--- src/rtl/fpnew_writeback_buffer.sv ---
// rtl/fpnew_writeback_buffer.sv - in-order FPU result buffer with sticky fflags accumulation
// Optional macro FPNEW_WB_BYPASS_EN: combinational fall-through when the buffer is empty.
module fpnew_writeback_buffer #(
  parameter int unsigned Width = 64,
  parameter int unsigned Depth = 4,
  parameter type TagType = logic
) (
  input  logic                       clk_i,
  input  logic                       rst_ni,
  input  logic                       flush_i,
  input  logic                       in_valid_i,
  output logic                       in_ready_o,
  input  logic [Width-1:0]           result_i,
  input  logic [4:0]                 status_i,
  input  logic [$bits(TagType)-1:0]  tag_i,
  output logic                       out_valid_o,
  input  logic                       out_ready_i,
  output logic [Width-1:0]           result_o,
  output logic [4:0]                 status_o,
  output logic [$bits(TagType)-1:0]  tag_o,
  output logic [4:0]                 fflags_o,
  input  logic                       fflags_clr_i,
  output logic [$clog2(Depth+1)-1:0] usage_o,
  output logic                       busy_o
);

  localparam int unsigned PW = (Depth > 1) ? $clog2(Depth) : 1;
  localparam int unsigned UW = $clog2(Depth + 1);
  localparam int unsigned TW = $bits(TagType);
  localparam logic [PW-1:0] LastIdx = PW'(Depth - 1);
  localparam logic [UW-1:0] FullCnt = UW'(Depth);

  logic [Width-1:0] r_result [Depth];
  logic [4:0]       r_status [Depth];
  logic [TW-1:0]    r_tag    [Depth];
  logic [PW-1:0]    r_wptr;
  logic [PW-1:0]    r_rptr;
  logic [UW-1:0]    r_usage;
  logic [4:0]       r_fflags;

  logic w_empty;
  logic w_push;
  logic w_store;
  logic w_pop;

  // Handshake is derived from registered occupancy only, so the writeback stall never reaches the FPU.
  assign w_empty    = (r_usage == '0);
  assign in_ready_o = (r_usage != FullCnt);
  assign w_push     = in_valid_i && in_ready_o;
  assign w_pop      = !w_empty && out_ready_i;

`ifdef FPNEW_WB_BYPASS_EN
  logic w_bypass;
  assign w_bypass    = w_empty && in_valid_i;
  assign w_store     = w_push && !(w_bypass && out_ready_i);
  assign out_valid_o = !w_empty || in_valid_i;
  assign result_o    = w_bypass ? result_i : r_result[r_rptr];
  assign status_o    = w_bypass ? status_i : r_status[r_rptr];
  assign tag_o       = w_bypass ? tag_i    : r_tag[r_rptr];
`else
  assign w_store     = w_push;
  assign out_valid_o = !w_empty;
  assign result_o    = r_result[r_rptr];
  assign status_o    = r_status[r_rptr];
  assign tag_o       = r_tag[r_rptr];
`endif

  assign fflags_o = r_fflags;
  assign usage_o  = r_usage;
  assign busy_o   = !w_empty;

  always_ff @(posedge clk_i or negedge rst_ni) begin
    if (!rst_ni) begin
      r_wptr   <= '0;
      r_rptr   <= '0;
      r_usage  <= '0;
      r_fflags <= '0;
    end else begin
      if (flush_i) begin
        r_wptr  <= '0;
        r_rptr  <= '0;
        r_usage <= '0;
      end else begin
        if (w_store) r_wptr <= (r_wptr == LastIdx) ? '0 : r_wptr + PW'(1);
        if (w_pop)   r_rptr <= (r_rptr == LastIdx) ? '0 : r_rptr + PW'(1);
        case ({w_store, w_pop})
          2'b10:   r_usage <= r_usage + UW'(1);
          2'b01:   r_usage <= r_usage - UW'(1);
          default: ;
        endcase
      end
      // Flags accumulate at acceptance, even for a push that a flush then discards.
      if (fflags_clr_i)  r_fflags <= w_push ? status_i : 5'b0;
      else if (w_push)   r_fflags <= r_fflags | status_i;
    end
  end

  always_ff @(posedge clk_i) begin
    if (w_store && !flush_i) begin
      r_result[r_wptr] <= result_i;
      r_status[r_wptr] <= status_i;
      r_tag[r_wptr]    <= tag_i;
    end
  end

  a_no_overflow:  assert property (@(posedge clk_i) disable iff (!rst_ni) !(w_store && r_usage == FullCnt));
  a_no_underflow: assert property (@(posedge clk_i) disable iff (!rst_ni) !(w_pop && w_empty));

endmodule

--- config.mk ---
export PLATFORM = sky130hd
export DESIGN_NAME = fpnew_writeback_buffer
export DESIGN_NICKNAME = d
export VERILOG_FILES = /design/src/rtl/fpnew_writeback_buffer.sv
export SDC_FILE = /design/constraint.sdc
export NUM_CORES = 1
export LEC_CHECK = 0
export CELL_PAD_IN_SITES_DETAIL_PLACEMENT = 2
export CELL_PAD_IN_SITES_GLOBAL_PLACEMENT = 2
export CORE_MARGIN = 2
export CORE_UTILIZATION = 42
export DETAILED_ROUTE_END_ITERATION = 8
export GPL_TIMING_DRIVEN = 0
export PLACE_DENSITY = 0.86
export SYNTH_ARGS = -nofsm -noshare
export SYNTH_HDL_FRONTEND = slang
export SYNTH_SLANG_ARGS = --single-unit
--- constraint.sdc ---
create_clock -name clk_i -period 8.2 [get_ports clk_i]
set_clock_uncertainty 0.2 [all_clocks]
set_input_delay 1.64 -clock clk_i [delete_from_list [all_inputs] [get_ports clk_i]]
set_output_delay 1.64 -clock clk_i [all_outputs]
set_load 0.005 [all_outputs]
== Yosys cells after proc, flatten, opt, wreduce, memory -nomap -nowiden ==
Memories as Yosys holds them, arrays and structs flattened.
Index checks and enable logic that the tools add are counted.

* Word-level logic and storage cells: 40
* Memories: 3
* Input bits: 76
* Memory bits (writable): 280
* Output and inout port bits: 81
* Register bits after elaboration: 12

{| class="wikitable"
|+ Memory list
! name !! words !! bits a word !! read ports !! clocked after memory_dff !! write ports !! RTL line !! source
|-
| r_result || 4 || 64 || 1 || 0 || 1 || 33 || <nowiki>logic [Width-1:0] r_result [Depth];</nowiki>
|-
| r_status || 4 || 5 || 1 || 0 || 1 || 34 || <nowiki>logic [4:0] r_status [Depth];</nowiki>
|-
| r_tag || 4 || 1 || 1 || 0 || 1 || 35 || <nowiki>logic [TW-1:0] r_tag [Depth];</nowiki>
|}

* Mux-type cells: 13
* Add/sub/neg operators: 4
* Reductions and logical operators: 10
* Equality and inequality tests: 5
* Bitwise gates (word level): 1

{| class="wikitable"
|+ Operator list
! kind !! count
|-
| $mux 5 || 3
|-
| $mux 2 || 6
|-
| $eq 2x2->1 const B || 3
|-
| $pmux 3 s2 || 1
|-
| $reduce_bool 2->1 || 3
|-
| $or 5x5->5 || 1
|-
| $add 2x1->2 const B || 2
|-
| $add 3x1->3 const B || 1
|-
| $logic_and 1x1->1 || 3
|-
| $logic_not 3->1 || 1
|-
| $mux 3 || 1
|-
| $ne 3x3->1 const B || 1
|-
| $reduce_bool 3->1 || 1
|-
| $sub 3x1->3 const B || 1
|-
| $eq 2x1->1 const B || 1
|-
| $logic_not 1->1 || 2
|-
| $mux 1 || 2
|}

== Depth between registers and ports, before layout ==
Gate-level depths: netlist (run 1).

* Depth in word-level cells: 6
* Gate-level depth with buffers: 7
* Mapped depth without buffers: 6

== Worst setup path before layout (run 1) ==
Ideal clock, no wire load.

* Kind: input -> register
* From: in in_valid_i
* To: mem r_result[0][0], enable pin
* Arrival: 7.008 ns
* Setup slack: 0.393 ns
* Library setup time: 0.599 ns
* Path buffers: 1
* Required time: 7.401 ns
* Stages: 3
* Path through: buf_4 nand2_1 nor3b_1

* Cells in the longest elaborated chain, start to end: 4

{| class="wikitable"
|+ Ends and longest elaborated chain
! what !! RTL line !! source
|-
| from (decl) || 11 || <nowiki>input logic in_valid_i,</nowiki>
|-
| $logic_and 1x1->1 || 49 || <nowiki>assign w_push = in_valid_i && in_ready_o;</nowiki>
|-
| $logic_and 1x1->1 || 99 || <nowiki>if (w_store && !flush_i) begin</nowiki>
|-
| $mux 1 || 99 ||
|-
| $mux 1 (implied by the code) || 100 || <nowiki>r_result[r_wptr] <= result_i;</nowiki>
|-
| to (decl) || 33 ||
|}

Every way passes these cells.

== Final worst setup path (run 1) ==
* From: reg r_rptr[1]
* To: out result_o[52]

* Cells in the longest elaborated chain, start to end: 1

{| class="wikitable"
|+ Ends and longest elaborated chain
! what !! RTL line !! source
|-
| from (decl) || 37 || <nowiki>logic [PW-1:0] r_rptr;</nowiki>
|-
| from (signal assigned) || 85 || <nowiki>if (w_pop) r_rptr <= (r_rptr == LastIdx) ? '0 : r_rptr + PW'(1);</nowiki>
|-
| $mem_v2 4x64 || -- ||
|-
| to (decl) || 18 || <nowiki>output logic [Width-1:0] result_o,</nowiki>
|}

Every way passes these cells.

==> results by group, run 1 <==
Logic synthesis
  – Distinct cells, synth: 34
  – Post-synthesis cell area: between 10,000 and 15,000 um^2
  – Ys Warns: 0
  – Sequential fraction of the synthesis area: around four fifths
  – Top FF cell, synth: edfxtp_1
  – Synth async-reset ratio: 4.11%
  – Mapped Nets: 528
  – Post-Synthesis Cells: 446
  – EDFF count, synth: 280
  – Mean Syn Cell Area: 24.4 um^2
  – Seq cells post-synth: 292

Power and ir drop
  – Leakage: 4.68 nW
  – Peak supply drop: 0.206 mV
  – Pwr/cell area: around 260 nW/um^2

Final layout
  – Area grow syn2layout: 32.0%
  – Net count reported at finish: 752
  – Cell area after layout: around 14,000 um^2
  – Commonest cells after routing, fill and taps aside: edfxtp_1 (280), clkdlybuf4s50_1 (156), mux4_2 (70)
  – Fin util: between 50% and 60%
  – # diodes: 0
  – Layout cells sized above 1: around 26%
  – Fin cells: 1,022
  – Commonest non-fill, non-tap cell in the layout: edfxtp_1

Worst setup path
  – CP required: ~6.4 ns
  – Critical path launch point type: flip-flop
  – Setup crit end kind: output pin
  – Crit path arrival time: 2.66 ns
  – Crit path kind: reg2out
  – Crit-path max FO: 10

Clock network
  – Clk buf depth: 3
  – Post-CTS Setup Inserts: 0
  – TritonCTS clock tree: yes
  – TritonCTS buffer count: 34
  – CTS root buffer: clkbuf_16
  – H-tree levels: 2
  – CTS Hold Bufs: 0
  – CTS clk-pin slew, worst paths: about 0.060 ns
  – Worst-Skew Late Latency: roughly 0.5 ns
  – CTS resizes: 0
  – CTS Sinks: 292

GRT
  – Number of global-route vias before repair: 6,478
  – Largest net degree at the start of global routing: 15
  – Antenna violations before repair: 1
  – Global-route usage over all layers: between 20% and 30%
  – Global route total overflow: 0
  – First-pass GRT wire length: 42,100 um

STA
  – Final setup margin: 3.70 ns
  – Fmax achieved: 0.222 GHz
  – Worst-Margin Slew: a little under 0.9 ns
  – Period utilization: 54.9%
  – Max-slew violation count: 0
  – Post-route minimum period: around 4.5 ns
  – WHS: approximately 0.3 ns
  – Relative slew slack: 41.2%
  – RSZ-0062 raised after global routing: false
  – Endpoints failing hold: 0
  – Final setup vio count: 0

Drt
  – Average wire per standard cell: 27.7 um
  – Vias: 5,457
  – DRC errors left: 0
  – Routed vias/inst: 5.34
  – ANT nets after route: 0
  – Detailed Route Iter0 Violations: 445
  – Post-Route WL: 28,300 um
  – 1st-pass router iterations: 4

Die
  – DIE HEIGHT: between 150 and 200 um
  – Initial Utilization: 42.9%
  – Total die area: 27,200 um^2
  – Rows: 58
  – Die W: 165 um
  – Core Area: 25,300 um^2
  – IO Count: 157

Outcome
  – Outcome: completed

Placement
  – DP Cell Count: 964
  – Worst slack, placed: 3.52 ns
  – Hpwl dp: ~20,000 um
  – I/O Buffers: ~160
  – Cell Area, Placed: 13,200 um^2
  – Final RePlAce weighted congestion: 0.730

Flow run
  – Max cap viols: 0

Min path
  – Worst min-delay path class: reg2reg
-- metrics by stage --
step / setup TNS [ns] / power [mW]
floorplan: 0 / 1.97
global placement: -1162.85 / 2.22
global route: 0 / 3.83
detailed placement: 0 / 2.26
finish: 0 / 3.70
CTS: 0 / 3.75
-- report_power, final --
group          leakage [nW]  internal [mW]  switching [mW]
Combinational          1.45          0.295           0.214
Clock                 0.530          0.890           0.589
Sequential             2.70           1.69          0.0223
Total                  4.68           2.88           0.826
-- cells by family (layout without fill, tap and decap cells) --
logic type,count (synthesis),after routing,synth area share (%)
buf+inv,28,274,1.48
xor+xnor,1,1,0.0806
compound gates,24,24,1.59
flops,292,292,80.1
fa+ha+maj,6,6,0.760
mux,72,72,14.7
simple gates,23,23,1.30
-- critical path, cell delays in order, from the launching register on --
cell and delay, ns:
dfrtp_1 0.37, buf_2 0.27, clkbuf_1 0.59, mux4_2 0.44
clkdlybuf4s50_1 0.50
-- Yosys cell counts (2+ instances only) --
master,count,share of area (%)
buf_4,10,0.69
o21ai_0,4,0.18
buf_6,2,0.21
nor2_1,5,0.17
clkbuf_1,7,0.24
inv_1,5,0.17
dfrtp_1,12,2.8
mux2i_1,2,0.18
edfxtp_1,280,77
ha_1,5,0.58
a21oi_1,7,0.32
buf_2,3,0.14
nand2_1,3,0.10
mux4_2,70,15
a22o_1,5,0.40
or3_1,3,0.17
nor3b_1,6,0.41
-- registers in the layout, summed over array words and instances, names as in the netlist --
| signal | count |
|---|---|
| usage_o | 3 |
| fflags_o | 5 |
| r_result | 256 |
| r_tag | 4 |
| r_rptr | 2 |
| r_status | 20 |
| r_wptr | 2 |
-- path summary, 6_finish.rpt --
| check | slack (ns) | endpoint | cells past startpoint | from |
|---|---|---|---|---|
| setup reg to reg | 5.15 | r_result[2][36] | 8 | usage_o[2] |
| hold reg to reg | 0.31 | fflags_o[0] | 1 | fflags_o[0] |
| setup / recovery | 3.70 | result_o[52] | 4 | r_rptr[1] |
| max in group asynchronous | 6.06 | r_wptr[0] | 1 | rst_ni |
| min in group asynchronous | 1.33 | usage_o[0] | 1 | rst_ni |
| hold / removal | 0.31 | fflags_o[0] | 1 | fflags_o[0] |
-- area by class of cell --
| cell class | instances | area, um^2 |
|---|---|---|
| fillers | 2066 | 11000 |
| flip-flops and latches | 292 | 8710 |
| multi-input cells | 126 | 2020 |
| repair buffers | 188 | 1940 |
| clock buffers | 41 | 951 |
| well taps | 330 | 413 |
| clock inverters | 17 | 150 |
| plain buffers | 22 | 139 |
| inverters | 6 | 22.5 |
-- layer usage --
metal	track usage (%)	wire length, um	vias to the layer above
met5	0	0	-
met4	5.18	510	0
met3	4.29	1290	42
met2	40.4	15700	165
met1	25.6	10900	2901
li1	-	-	2349
(Power assumes the default switching activity.)
==> run 2, diff against run 1 <==
==> constraint.sdc (replaced) <==
create_clock -name clk_i -period 4.42 [get_ports clk_i]
set_clock_uncertainty 0.2 [all_clocks]
set_input_delay 0.884 -clock clk_i [delete_from_list [all_inputs] [get_ports clk_i]]
set_output_delay 0.884 -clock clk_i [all_outputs]
set_load 0.005 [all_outputs]
==> run 2 against run 1 <==
- count of clock-buffer cells in the layout is 1 lower
- die area stayed put
- register-to-register slack lost 3.7 ns
- via count decreased by 1.3%
- global-route usage down 0.91 points
- largest cell class unchanged
- highest routed layer is now met5
==> results by group, run 2 (synthesized netlist as in run 1, its figures left out) <==
Outcome
  – Outcome: completed

STA
  – Post-route minimum period: around 3.7 ns
  – Period utilization: 83.7%
  – Max-slew violation count: 0
  – Endpoints failing hold: 0
  – WHS: 0.346 ns
  – Fmax achieved: around 0.27 GHz
  – Relative slew slack: 46.6%
  – Final setup margin: 0.721 ns
  – RSZ-0062 raised after global routing: false
  – Final setup vio count: 0
  – Worst-Margin Slew: 0.802 ns

Placement
  – Hpwl dp: 18,700 um
  – I/O Buffers: 156
  – Final RePlAce weighted congestion: 0.763
  – Worst slack, placed: 0.656 ns

Clock network
  – Post-CTS Setup Inserts: 0
  – H-tree levels: 1
  – CTS root buffer: clkbuf_16
  – CTS Hold Bufs: 0
  – CTS clk-pin slew, worst paths: 0.06 ns
  – TritonCTS buffer count: 31
  – Clk buf depth: 3
  – CTS Sinks: 292
  – TritonCTS clock tree: yes
  – CTS resizes: 0
  – Worst-Skew Late Latency: 0.54 ns

Drt
  – Vias: 5,386
  – Average wire per standard cell: 27.1 um
  – Detailed Route Iter0 Violations: 312
  – Routed vias/inst: 5.35
  – DRC errors left: 0
  – ANT nets after route: 0
  – Post-Route WL: 27,300 um
  – 1st-pass router iterations: 4

Worst setup path
  – Crit path kind: reg2out
  – Crit-path max FO: 10
  – CP required: between 3 and 4 ns
  – Critical path launch point type: flip-flop
  – Crit path arrival time: between 2 and 3 ns
  – Setup crit end kind: output pin

Power and ir drop
  – Overall Power: between 6 and 7 mW
  – Internal power: 5.25 mW
  – Sw Ratio: 21.8%
  – Comb power frac: 14.1%
  – Share of total power in the clock network: 38.6%
  – Pwr/cell area: approximately 470 nW/um^2
  – Flop pwr share: about 47%
  – Switching Power: 1.47 mW
  – Leakage: 4.60 nW
  – Peak supply drop: 0.332 mV

Die
  – Core Area: 25,300 um^2
  – DIE HEIGHT: 165 um
  – Die W: 165 um
  – Total die area: 27,200 um^2
  – Rows: 58
  – Initial Utilization: 42.9%
  – IO Count: about 160

Final layout
  – Commonest non-fill, non-tap cell in the layout: edfxtp_1
  – Final-layout fill cell count: a little over 2,000
  – Commonest cells after routing, fill and taps aside: edfxtp_1 (280), clkdlybuf4s50_1 (156), mux4_2 (70)
  – Register name with the most flops: r_result
  – # diodes: 0
  – Layout cells sized above 1: roughly 23%
  – Area grow syn2layout: 30.8%
  – Net count reported at finish: 735
  – Max reg flops: 256

Min path
  – Worst min-delay path class: reg2reg

GRT
  – First-pass GRT wire length: 40,800 um
  – Number of global-route vias before repair: 6,300
  – Largest net degree at the start of global routing: 18
  – Global route total overflow: 0
  – Global-route usage over all layers: between 20% and 30%
  – Antenna violations before repair: 1

Flow run
  – Max cap viols: 0
## run 2: final timing paths
path,to,slack [ns],cells after the start,start
min in group asynchronous,usage_o[2],0.54,1,rst_ni
setup / recovery,result_o[62],0.72,4,r_rptr[1]
hold reg to reg,fflags_o[4],0.35,1,fflags_o[4]
setup reg to reg,r_result[3][35],1.42,8,usage_o[0]
max in group asynchronous,r_wptr[0],3.07,1,rst_ni
hold / removal,fflags_o[4],0.35,1,fflags_o[4]
## run 2: power by group through the flow
stage	clock network, mW	registers [mW]	logic (mW)
3_3_place_gp	0	3.23	0.873
5_1_grt	2.74	3.19	1.02
2_1_floorplan	0	3.23	0.428
6_report	2.60	3.18	0.944
4_1_cts	2.66	3.18	0.970
3_5_place_dp	0	3.24	0.955
## run 2: critical path: stages, from the launching register on
cell and delay, ns:
dfrtp_1 0.35, buf_2 0.27, clkbuf_1 0.52, mux4_2 0.42, clkdlybuf4s50_1 0.51
## run 2: layer usage
metal	global-route usage [%]	share of wire (%)	up-vias
met5	0	0.048	-
met4	5.85	2.9	2
met3	3.59	4.0	51
met2	38.5	54	164
met1	24.7	39	2849
li1	-	-	2320
## run 2: layout make-up
cell class | instances | area (um^2) | share of cell area [%]
sequential | 292 | 8710 | 61.2
tap | 330 | 413 | 2.90
clock inverter | 16 | 200 | 1.41
multi-input combinational | 126 | 2050 | 14.4
inverter | 6 | 22.5 | 0.158
buffer | 22 | 139 | 0.977
clock buffer | 40 | 810 | 5.69
timing repair buffer | 174 | 1880 | 13.2
## run 2: per-stage QoR
stage,setup TNS [ns],area (um^2),cells,utilization (%)
2_1_floorplan,-57.90,10900,446,-
3_3_place_gp,-809.06,12900,932,50.8
3_5_place_dp,0,13200,950,52.2
4_1_cts,0,14200,1006,56.2
5_1_grt,0,14200,1006,56.2
6_report,0,14200,1006,56.2
==> run 3, diff against run 2 <==
==> constraint.sdc (replaced) <==
create_clock -name clk_i -period 3.75 [get_ports clk_i]
set_clock_uncertainty 0.2 [all_clocks]
set_input_delay 0.75 -clock clk_i [delete_from_list [all_inputs] [get_ports clk_i]]
set_output_delay 0.75 -clock clk_i [all_outputs]
set_load 0.005 [all_outputs]
==> results of run 3 <==
Same layout as run 2 (identical final DEF). Status: completed.
Main changes from that run: setup slack after placement 0.656 ns -> 0.120 ns; setup slack after layout 0.721 ns -> 0.185 ns; register-to-register setup slack 1.42 ns -> 0.75 ns; total power 6.72 mW -> 7.92 mW; worst IR drop on VDD 0.332 mV -> 0.391 mV
